[src/rtl/imm_encoder.sv]
// Packs a 32-bit immediate into the immediate fields of an RV32I template instruction.
// Type 110 (LI) expands to LUI+ADDI; `define IMM_ENC_LI_COMPACT_EN collapses LI to one beat when possible.
module imm_encoder (
  input  logic        clk_in,
  input  logic        rst_in,
  input  logic        in_valid_in,
  output logic        in_ready_out,
  input  logic [31:0] instr_in,
  input  logic [31:0] imm_in,
  input  logic [2:0]  imm_type_in,
  output logic        out_valid_out,
  input  logic        out_ready_in,
  output logic [31:0] instr_out,
  output logic        err_out,
  output logic        last_out
);

  typedef enum logic [2:0] {
    T_NONE = 3'b000,
    T_I    = 3'b001,
    T_S    = 3'b010,
    T_B    = 3'b011,
    T_U    = 3'b100,
    T_J    = 3'b101,
    T_LI   = 3'b110,
    T_ISH  = 3'b111
  } imm_type_e;

  typedef enum logic {
    IDLE,
    LI_LO
  } state_e;

  localparam logic [6:0] OP_LUI  = 7'b0110111;
  localparam logic [6:0] OP_ADDI = 7'b0010011;

  state_e      state_q, state_d;
  logic [4:0]  rd_q;
  logic [11:0] lo_q;

  logic        accept, drain;
  logic [19:0] li_hi;
  logic [11:0] li_lo;
  logic [4:0]  li_rd;
  logic [31:0] lui_word;

  logic [31:0] enc_instr;
  logic        enc_err, enc_last, enc_to_lo;

  logic [31:0] instr_d;
  logic        valid_d, err_d, last_d;

  assign in_ready_out = rst_in & (state_q == IDLE) & (!out_valid_out | out_ready_in);
  assign accept       = in_valid_in & in_ready_out;
  assign drain        = out_valid_out & out_ready_in;

  // ADDI sign-extends lo, so the upper part absorbs a carry whenever imm[11] is set.
  assign li_hi    = imm_in[31:12] + 20'(imm_in[11]);
  assign li_lo    = imm_in[11:0];
  assign li_rd    = instr_in[11:7];
  assign lui_word = {li_hi, li_rd, OP_LUI};

  // NOTE: every output of a combinational block gets a default first, so no path can infer a latch.
  always_comb begin
    enc_instr = instr_in;
    enc_err   = 1'b0;
    enc_last  = 1'b1;
    enc_to_lo = 1'b0;
    case (imm_type_e'(imm_type_in))
      T_I, T_ISH: begin
        enc_instr[31:20] = imm_in[11:0];
        enc_err          = imm_in[31:12] != {20{imm_in[11]}};
      end
      T_S: begin
        enc_instr[31:25] = imm_in[11:5];
        enc_instr[11:7]  = imm_in[4:0];
        enc_err          = imm_in[31:12] != {20{imm_in[11]}};
      end
      T_B: begin
        enc_instr[31]    = imm_in[12];
        enc_instr[7]     = imm_in[11];
        enc_instr[30:25] = imm_in[10:5];
        enc_instr[11:8]  = imm_in[4:1];
        enc_err          = (imm_in[31:13] != {19{imm_in[12]}}) | imm_in[0];
      end
      T_U: begin
        enc_instr[31:12] = imm_in[31:12];
        enc_err          = |imm_in[11:0];
      end
      T_J: begin
        enc_instr[31]    = imm_in[20];
        enc_instr[19:12] = imm_in[19:12];
        enc_instr[20]    = imm_in[11];
        enc_instr[30:21] = imm_in[10:1];
        enc_err          = (imm_in[31:21] != {11{imm_in[20]}}) | imm_in[0];
      end
      T_LI: begin
`ifdef IMM_ENC_LI_COMPACT_EN
        if (li_hi == 20'd0) begin
          enc_instr = {li_lo, 5'd0, 3'b000, li_rd, OP_ADDI};
        end else if (li_lo == 12'd0) begin
          enc_instr = lui_word;
        end else begin
          enc_instr = lui_word;
          enc_last  = 1'b0;
          enc_to_lo = 1'b1;
        end
`else
        enc_instr = lui_word;
        enc_last  = 1'b0;
        enc_to_lo = 1'b1;
`endif
      end
      default: ;
    endcase
  end

  always_comb begin
    state_d = state_q;
    valid_d = out_valid_out;
    instr_d = instr_out;
    err_d   = err_out;
    last_d  = last_out;
    if (accept) begin
      valid_d = 1'b1;
      instr_d = enc_instr;
      err_d   = enc_err;
      last_d  = enc_last;
      state_d = enc_to_lo ? LI_LO : IDLE;
    end else if (state_q == LI_LO && drain) begin
      valid_d = 1'b1;
      instr_d = {lo_q, rd_q, 3'b000, rd_q, OP_ADDI};
      err_d   = 1'b0;
      last_d  = 1'b1;
      state_d = IDLE;
    end else if (drain) begin
      valid_d = 1'b0;
    end
  end

  // NOTE: state uses non-blocking assignments so every register samples pre-edge values.
  always_ff @(posedge clk_in) begin
    if (!rst_in) begin
      state_q       <= IDLE;
      out_valid_out <= 1'b0;
      instr_out     <= '0;
      err_out       <= 1'b0;
      last_out      <= 1'b0;
    end else begin
      state_q       <= state_d;
      out_valid_out <= valid_d;
      instr_out     <= instr_d;
      err_out       <= err_d;
      last_out      <= last_d;
    end
  end

  // NOTE: the LI operand latches have no reset; they are read only in LI_LO, which reset always leaves.
  always_ff @(posedge clk_in) begin
    if (accept) begin
      rd_q <= li_rd;
      lo_q <= li_lo;
    end
  end

endmodule

[config.mk]
export PLATFORM = sky130hd
export DESIGN_NAME = imm_encoder
export DESIGN_NICKNAME = d
export VERILOG_FILES = /design/src/rtl/imm_encoder.sv
export SDC_FILE = /design/constraint.sdc
export NUM_CORES = 1
export LEC_CHECK = 0
export CORE_ASPECT_RATIO = 1.25
export CORE_MARGIN = 2
export CORE_UTILIZATION = 51
export DETAILED_ROUTE_END_ITERATION = 7
export PLACE_DENSITY = 0.93
export SKIP_LAST_GASP = 1
export SYNTH_ARGS = -nofsm -noshare
export SYNTH_HDL_FRONTEND = slang
export SYNTH_SLANG_ARGS = --single-unit
[constraint.sdc]
create_clock -name clk_in -period 3.4 [get_ports clk_in]
set_input_delay 0.68 -clock clk_in [delete_from_list [all_inputs] [get_ports clk_in]]
set_output_delay 0.68 -clock clk_in [all_outputs]
set_load 0.02 [all_outputs]
==> results of run 1 <==
[report_power, final]
part,leakage [nW],internal (W),switching [W]
logic,1.20,0.000218,0.000239
registers,0.455,0.000694,0.0000223
clock network,0.0466,0.000151,0.000230
total,1.70,0.00106,0.000491
[stage by stage]
stage	hold WS, ps	cells	power [W]	cell area [um2]
2_1_floorplan	483	424	0.000938	3440
3_3_place_gp	462	609	0.00117	4670
3_5_place_dp	470	609	0.00118	4670
4_1_cts	485	617	0.00155	4760
5_1_grt	510	617	0.00161	4760
6_report	482	617	0.00156	4760
[cells in the mapped netlist, drive strengths merged, types with 10 or more instances]
cell type	number	area [um2]
o21ai	27	135
nor4	11	68.8
inv	11	41.3
nor3	17	90.1
buf	10	52.6
clkbuf	25	93.8
nor2	18	67.6
dfxtp	36	721
a21boi	10	75.1
a21oi	15	75.1
nand2	57	214
edfxtp	17	510
nand3	25	130
[per-layer routing]
layer  vias up  global-route usage
met3        30              0.0356
met1      1916               0.414
li1       1825                   -
met2       271               0.578
met5         -                   0
met4         0               0.118
[layout make-up]
class	instances	area share
inverter	11	0.00868
clock buffer	5	0.0145
timing repair buffer	133	0.266
clock inverter	3	0.00526
sequential	53	0.259
tap	87	0.0229
multi-input combinational	325	0.425
[path summary, 6_finish.rpt]
path	start	endpoint	slack [ps]	depth (start not counted)
worst max register to register	state_q$_SDFFE_PN0P_	instr_out[23]$_SDFFE_PN0P_	1620	7
worst min-delay path	instr_out[6]$_SDFFE_PN0P_	instr_out[6]$_SDFFE_PN0P_	480	2
worst min register to register	instr_out[6]$_SDFFE_PN0P_	instr_out[6]$_SDFFE_PN0P_	480	2
worst max-delay path	rst_in	in_ready_out	560	4
[cell families (layout without fill, tap and decap cells)]
family          count (synthesis)  after routing  synth area share
simple gates                  174            174             0.255
compound gates                127            127             0.262
flops                          53             53             0.358
buf+inv                        46            152            0.0546
mux                            13             13            0.0393
xor+xnor                        7              7            0.0178
fa+ha+maj                       4              4            0.0138
[state kept, by name (all words and copies together) (netlist names)]
signal and cells:
instr_out 32, lo_q 12, rd_q 5, err_out 1, last_out 1, out_valid_out 1
state_q 1
[critical path, cell delays in order]
cell	delay, ps
clkdlybuf4s50_1	480
nor2b_1	220
and2_1	160
clkdlybuf4s50_1	620
==> results.sh, run 1 <==
export IMPL_row_count=33
export IMPL_cts_resized=0
export IMPL_synthArstFlopShare=0
export IMPL_antenna_found_initial=0
export IMPL_grt_pass1_wl_um=18900
export IMPL_via_per_inst=6.55
export IMPL_cp_required_ps=2720
export IMPL_first_pass_iters=5
export IMPL_final_cell_mix="106 x clkdlybuf4s50_1, 57 x nand2_1, 36 x dfxtp_1, 27 x o21ai_0, 27 x buf_4"
export IMPL_clkTransAtPathRegs_ps=110
export IMPL_met2WireLength_um=6170
export IMPL_h_tree_depth=2
export IMPL_syn_nets=498
export IMPL_power_leakage_nw=1.70
export IMPL_fill_cells=483
export IMPL_area_delta_synth_final_pct=38.4
export IMPL_layout_commonest_cell="clkdlybuf4s50_1"
export IMPL_period_share=0.837
export IMPL_clock_latency_ps=320
export IMPL_yosysSeqAreaShare=0.358
export IMPL_synth_seq_cells=53
export IMPL_wl_per_cell_um=20.0
export IMPL_numPortBuffers=106
export IMPL_clock_skew_final_ps=11.9
export IMPL_grt_pass1_vias=3720
export IMPL_grt_ovfl_total=0
export IMPL_clock_fmax_ghz=0.352
export IMPL_met1_length_um=4790
export IMPL_global_route_usage_total=0.326
export IMPL_avgSynthCellArea_um2=8.11
export IMPL_post_cts_buffers=0
export IMPL_status="completed"
export IMPL_drtAntennaViolNets=0
export IMPL_io_pins=107
export IMPL_drc=0
export IMPL_wl_met3_um=1070
export IMPL_slew_headroom=0.517
export IMPL_crit_type="in -> out"
export IMPL_nNetsFinal=603
export IMPL_routed_wl_um=12300
export IMPL_tightest_slew_ps=723
export IMPL_fin_setup_tns_ps=0
export IMPL_cts_hold_buffers=0
export IMPL_cts_sinks=53
export IMPL_cp_max_fo=3
export IMPL_netlist_area_um2=3440
export IMPL_cp_arrival_ps=2160
export IMPL_max_cap_viol_count=0
export IMPL_hold_path_class="reg -> reg"
export IMPL_fp_dieW_um=77.5
export IMPL_timing_final_ws_setup_ps=556
export IMPL_dr_max_layer_used="met4"
export IMPL_p_per_area_nw_per_um2=327
export IMPL_synth_edf_count=17
export IMPL_drive_gt1_frac=0.0868
export IMPL_peakVddDrop_v=0.000196
export IMPL_cts_tree="done"
export IMPL_synth_main_ff_cell="dfxtp_1"
export IMPL_finalSetupViolations=0
export IMPL_fin_util=0.725
export IMPL_multi_input_area_um2=2020
export IMPL_gp_congestion=0.918
export IMPL_netlist_cell_type_count=64
export IMPL_drt_initial_drc_count=364
export IMPL_rsz0062_at_grt="no"
export IMPL_core_um2=6570
export IMPL_hold_viol=0
export IMPL_start_util=0.524
export IMPL_layout_min_cycle_time_ps=2840
export IMPL_clockBufferDepth=2
export IMPL_vias=4042
export IMPL_drv_slew=0
export IMPL_dieArea_um2=7420
export IMPL_startpoint_type="input port"
export IMPL_seq_area_um2=1230
export IMPL_diodes=0
export IMPL_ys_warnings_count=0
export IMPL_pre_cts_ws_ps=327
export IMPL_grt_max_degree=33
export IMPL_cts_buffers=5
export IMPL_cts_root_buf="clkbuf_8"
export IMPL_dp_hpwl_um=9300
export IMPL_die_y_um=95.8
export IMPL_syn_inst=424
export IMPL_end_kind="output pin"
Power figures use the tool's default switching activity.
==> run 2, diff against run 1 <==
--- a/config.mk
+++ b/config.mk
@@ -7,9 +7,9 @@
 export LEC_CHECK = 0
 export CORE_ASPECT_RATIO = 1.25
 export CORE_MARGIN = 2
-export CORE_UTILIZATION = 51
+export CORE_UTILIZATION = 43
 export DETAILED_ROUTE_END_ITERATION = 7
-export PLACE_DENSITY = 0.93
+export PLACE_DENSITY = 0.85
 export SKIP_LAST_GASP = 1
 export SYNTH_ARGS = -nofsm -noshare
 export SYNTH_HDL_FRONTEND = slang
==> constraint.sdc (replaced) <==
create_clock -name clk_in -period 2.4 [get_ports clk_in]
set_input_delay 0.48 -clock clk_in [delete_from_list [all_inputs] [get_ports clk_in]]
set_output_delay 0.48 -clock clk_in [all_outputs]
set_load 0.02 [all_outputs]
==> results.sh, run 2 (synthesis gave the netlist of run 1 again) <==
export IMPL_tightest_slew_ps=573
export IMPL_drc=0
export IMPL_peakVddDrop_v=0.000321
export IMPL_seqPwrFrac=0.440
export IMPL_routed_wl_um=12100
export IMPL_power_leakage_nw=1.92
export IMPL_min_from="instr_out[11]$_SDFFE_PN0P_"
export IMPL_cts_root_buf="clkbuf_8"
export IMPL_start_util=0.441
export IMPL_grt_max_degree=34
export IMPL_status="completed"
export IMPL_rsz0062_at_grt="no"
export IMPL_final_cell_mix="105 x clkdlybuf4s50_1, 65 x buf_4, 57 x nand2_1, 36 x dfxtp_1, 27 x o21ai_0"
export IMPL_row_count=36
export IMPL_drive_gt1_frac=0.156
export IMPL_pwr_share_clk=0.257
export IMPL_clkTransAtPathRegs_ps=100
export IMPL_cp_required_ps=1920
export IMPL_hold_path_class="reg -> reg"
export IMPL_r2r_cells=7
export IMPL_clock_latency_ps=310
export IMPL_cts_tree="done"
export IMPL_total_power_w=0.00230
export IMPL_max_cap_viol_count=0
export IMPL_slowest_stage="clkdlybuf4s50_1"
export IMPL_top_register="instr_out"
export IMPL_die_y_um=104
export IMPL_finalSetupViolations=0
export IMPL_antenna_found_initial=0
export IMPL_area_delta_synth_final_pct=49.3
export IMPL_core_um2=7790
export IMPL_numPortBuffers=106
export IMPL_h_tree_depth=2
export IMPL_layout_min_cycle_time_ps=2330
export IMPL_combPwrFrac=0.303
export IMPL_nNetsFinal=644
export IMPL_cp_slowest_stage_delay_ps=600
export IMPL_grt_ovfl_total=0
export IMPL_hold_viol=0
export IMPL_fp_dieW_um=84.0
export IMPL_cp_max_fo=2
export IMPL_p_int_w=0.00164
export IMPL_pre_cts_ws_ps=-329
export IMPL_diodes=0
export IMPL_top_regs="instr_out (32), lo_q (12), rd_q (5)"
export IMPL_netSwitchingFraction=0.290
export IMPL_layout_commonest_cell="clkdlybuf4s50_1"
export IMPL_drtAntennaViolNets=0
export IMPL_cts_buffers=5
export IMPL_startpoint_type="input port"
export IMPL_hold_depth=2
export IMPL_clock_skew_final_ps=10.2
export IMPL_p_per_area_nw_per_um2=449
export IMPL_r2r_end="instr_out[27]$_SDFFE_PN0P_"
export IMPL_r2r_setup_slack_ps=650
export IMPL_grt_pass1_wl_um=19300
export IMPL_cts_sinks=53
export IMPL_end_kind="output pin"
export IMPL_critPathMostFrequentCell="clkdlybuf4s50_1"
export IMPL_clockBufferDepth=2
export IMPL_cts_hold_buffers=0
export IMPL_fill_cells=653
export IMPL_grt_pass1_vias=3775
export IMPL_rr_startpoint="state_q$_SDFFE_PN0P_"
export IMPL_drv_slew=0
export IMPL_min_to="instr_out[11]$_SDFFE_PN0P_"
export IMPL_via_per_inst=6.00
export IMPL_power_switching_w=0.000669
export IMPL_period_share=0.973
export IMPL_wl_per_cell_um=18.1
export IMPL_clock_fmax_ghz=0.428
export IMPL_slew_headroom=0.615
export IMPL_timing_final_ws_setup_ps=66.0
export IMPL_vias=3999
export IMPL_crit_type="in -> out"
export IMPL_largest_reg_flops=32
export IMPL_first_pass_iters=5
export IMPL_dp_hpwl_um=9350
export IMPL_gp_congestion=0.951
export IMPL_io_pins=107
export IMPL_drt_initial_drc_count=318
export IMPL_path_cells="clkdlybuf4s50_1 > nor2b_1 > and2_1 > clkdlybuf4s50_1"
export IMPL_global_route_usage_total=0.269
export IMPL_cp_arrival_ps=1850
export IMPL_dieArea_um2=8740
==> run 2: area by class of cell <==
| cell class | count | area [um2] | area share |
|---|---|---|---|
| Sequential cell | 53 | 1230 | 0.240 |
| Tap cell | 95 | 119 | 0.0231 |
| Clock inverter | 1 | 7.51 | 0.00146 |
| Multi-Input combinational cell | 325 | 2030 | 0.395 |
| Timing Repair Buffer | 174 | 1600 | 0.312 |
| Clock buffer | 7 | 108 | 0.0210 |
| Inverter | 11 | 41.3 | 0.00804 |
==> run 2: worst max path at each step <==
stage               slack [ps]                    endpoint       start  cells past startpoint
floorplan                  160  instr_out[25]$_SDFFE_PN0P_      rst_in                      7
global placement          -280  instr_out[29]$_SDFFE_PN0P_  imm_in[11]                      7
detailed placement        -330  instr_out[29]$_SDFFE_PN0P_  imm_in[11]                      7
CTS                         40  instr_out[29]$_SDFFE_PN0P_  imm_in[11]                      7
global route                20  instr_out[29]$_SDFFE_PN0P_  imm_in[12]                      7
finish                      70                in_ready_out      rst_in                      4
==> run 2: power groups by stage <==
stage          Clock [W]  Combinational (W)  Sequential, W
6_report        0.000592           0.000698        0.00101
5_1_grt         0.000635           0.000747        0.00102
4_1_cts         0.000598           0.000692        0.00101
3_5_place_dp           0           0.000688        0.00103
3_3_place_gp           0           0.000679        0.00103
2_1_floorplan          0           0.000246        0.00108
==> run 2: repair_timing <==
action                     in CTS  in global routing
resized for setup               2                  2
setup endpoints to repair       1                  5
setup buffers                   0                  0
pin swaps                       0                  1
==> run 2: stage by stage <==
step           cell area (um2)   util  cells  TNS [ps]  hold slack (ps)
6_report                  5140  0.659    666         0              478
5_1_grt                   5140  0.659    666         0              498
4_1_cts                   5130  0.658    666         0              481
3_5_place_dp              5010  0.643    658     -2330              466
3_3_place_gp              5010  0.643    658     -1830              462
2_1_floorplan             3440      -    424         0              483
==> run 2: layer usage <==
metal / vias up / routed length (um) / GRT usage
li1: 1905 / - / -
met1: 1885 / 4940 / 0.350
met2: 186 / 6030 / 0.462
met3: 23 / 823 / 0.0310
met4: 0 / 275 / 0.0864
met5: - / 0 / 0
==> run 2: critical path: cells and delay by family <==
family | cells | cell delay (ps)
buffers and inverters | 2 | 1080
AND/OR/NAND/NOR | 2 | 300
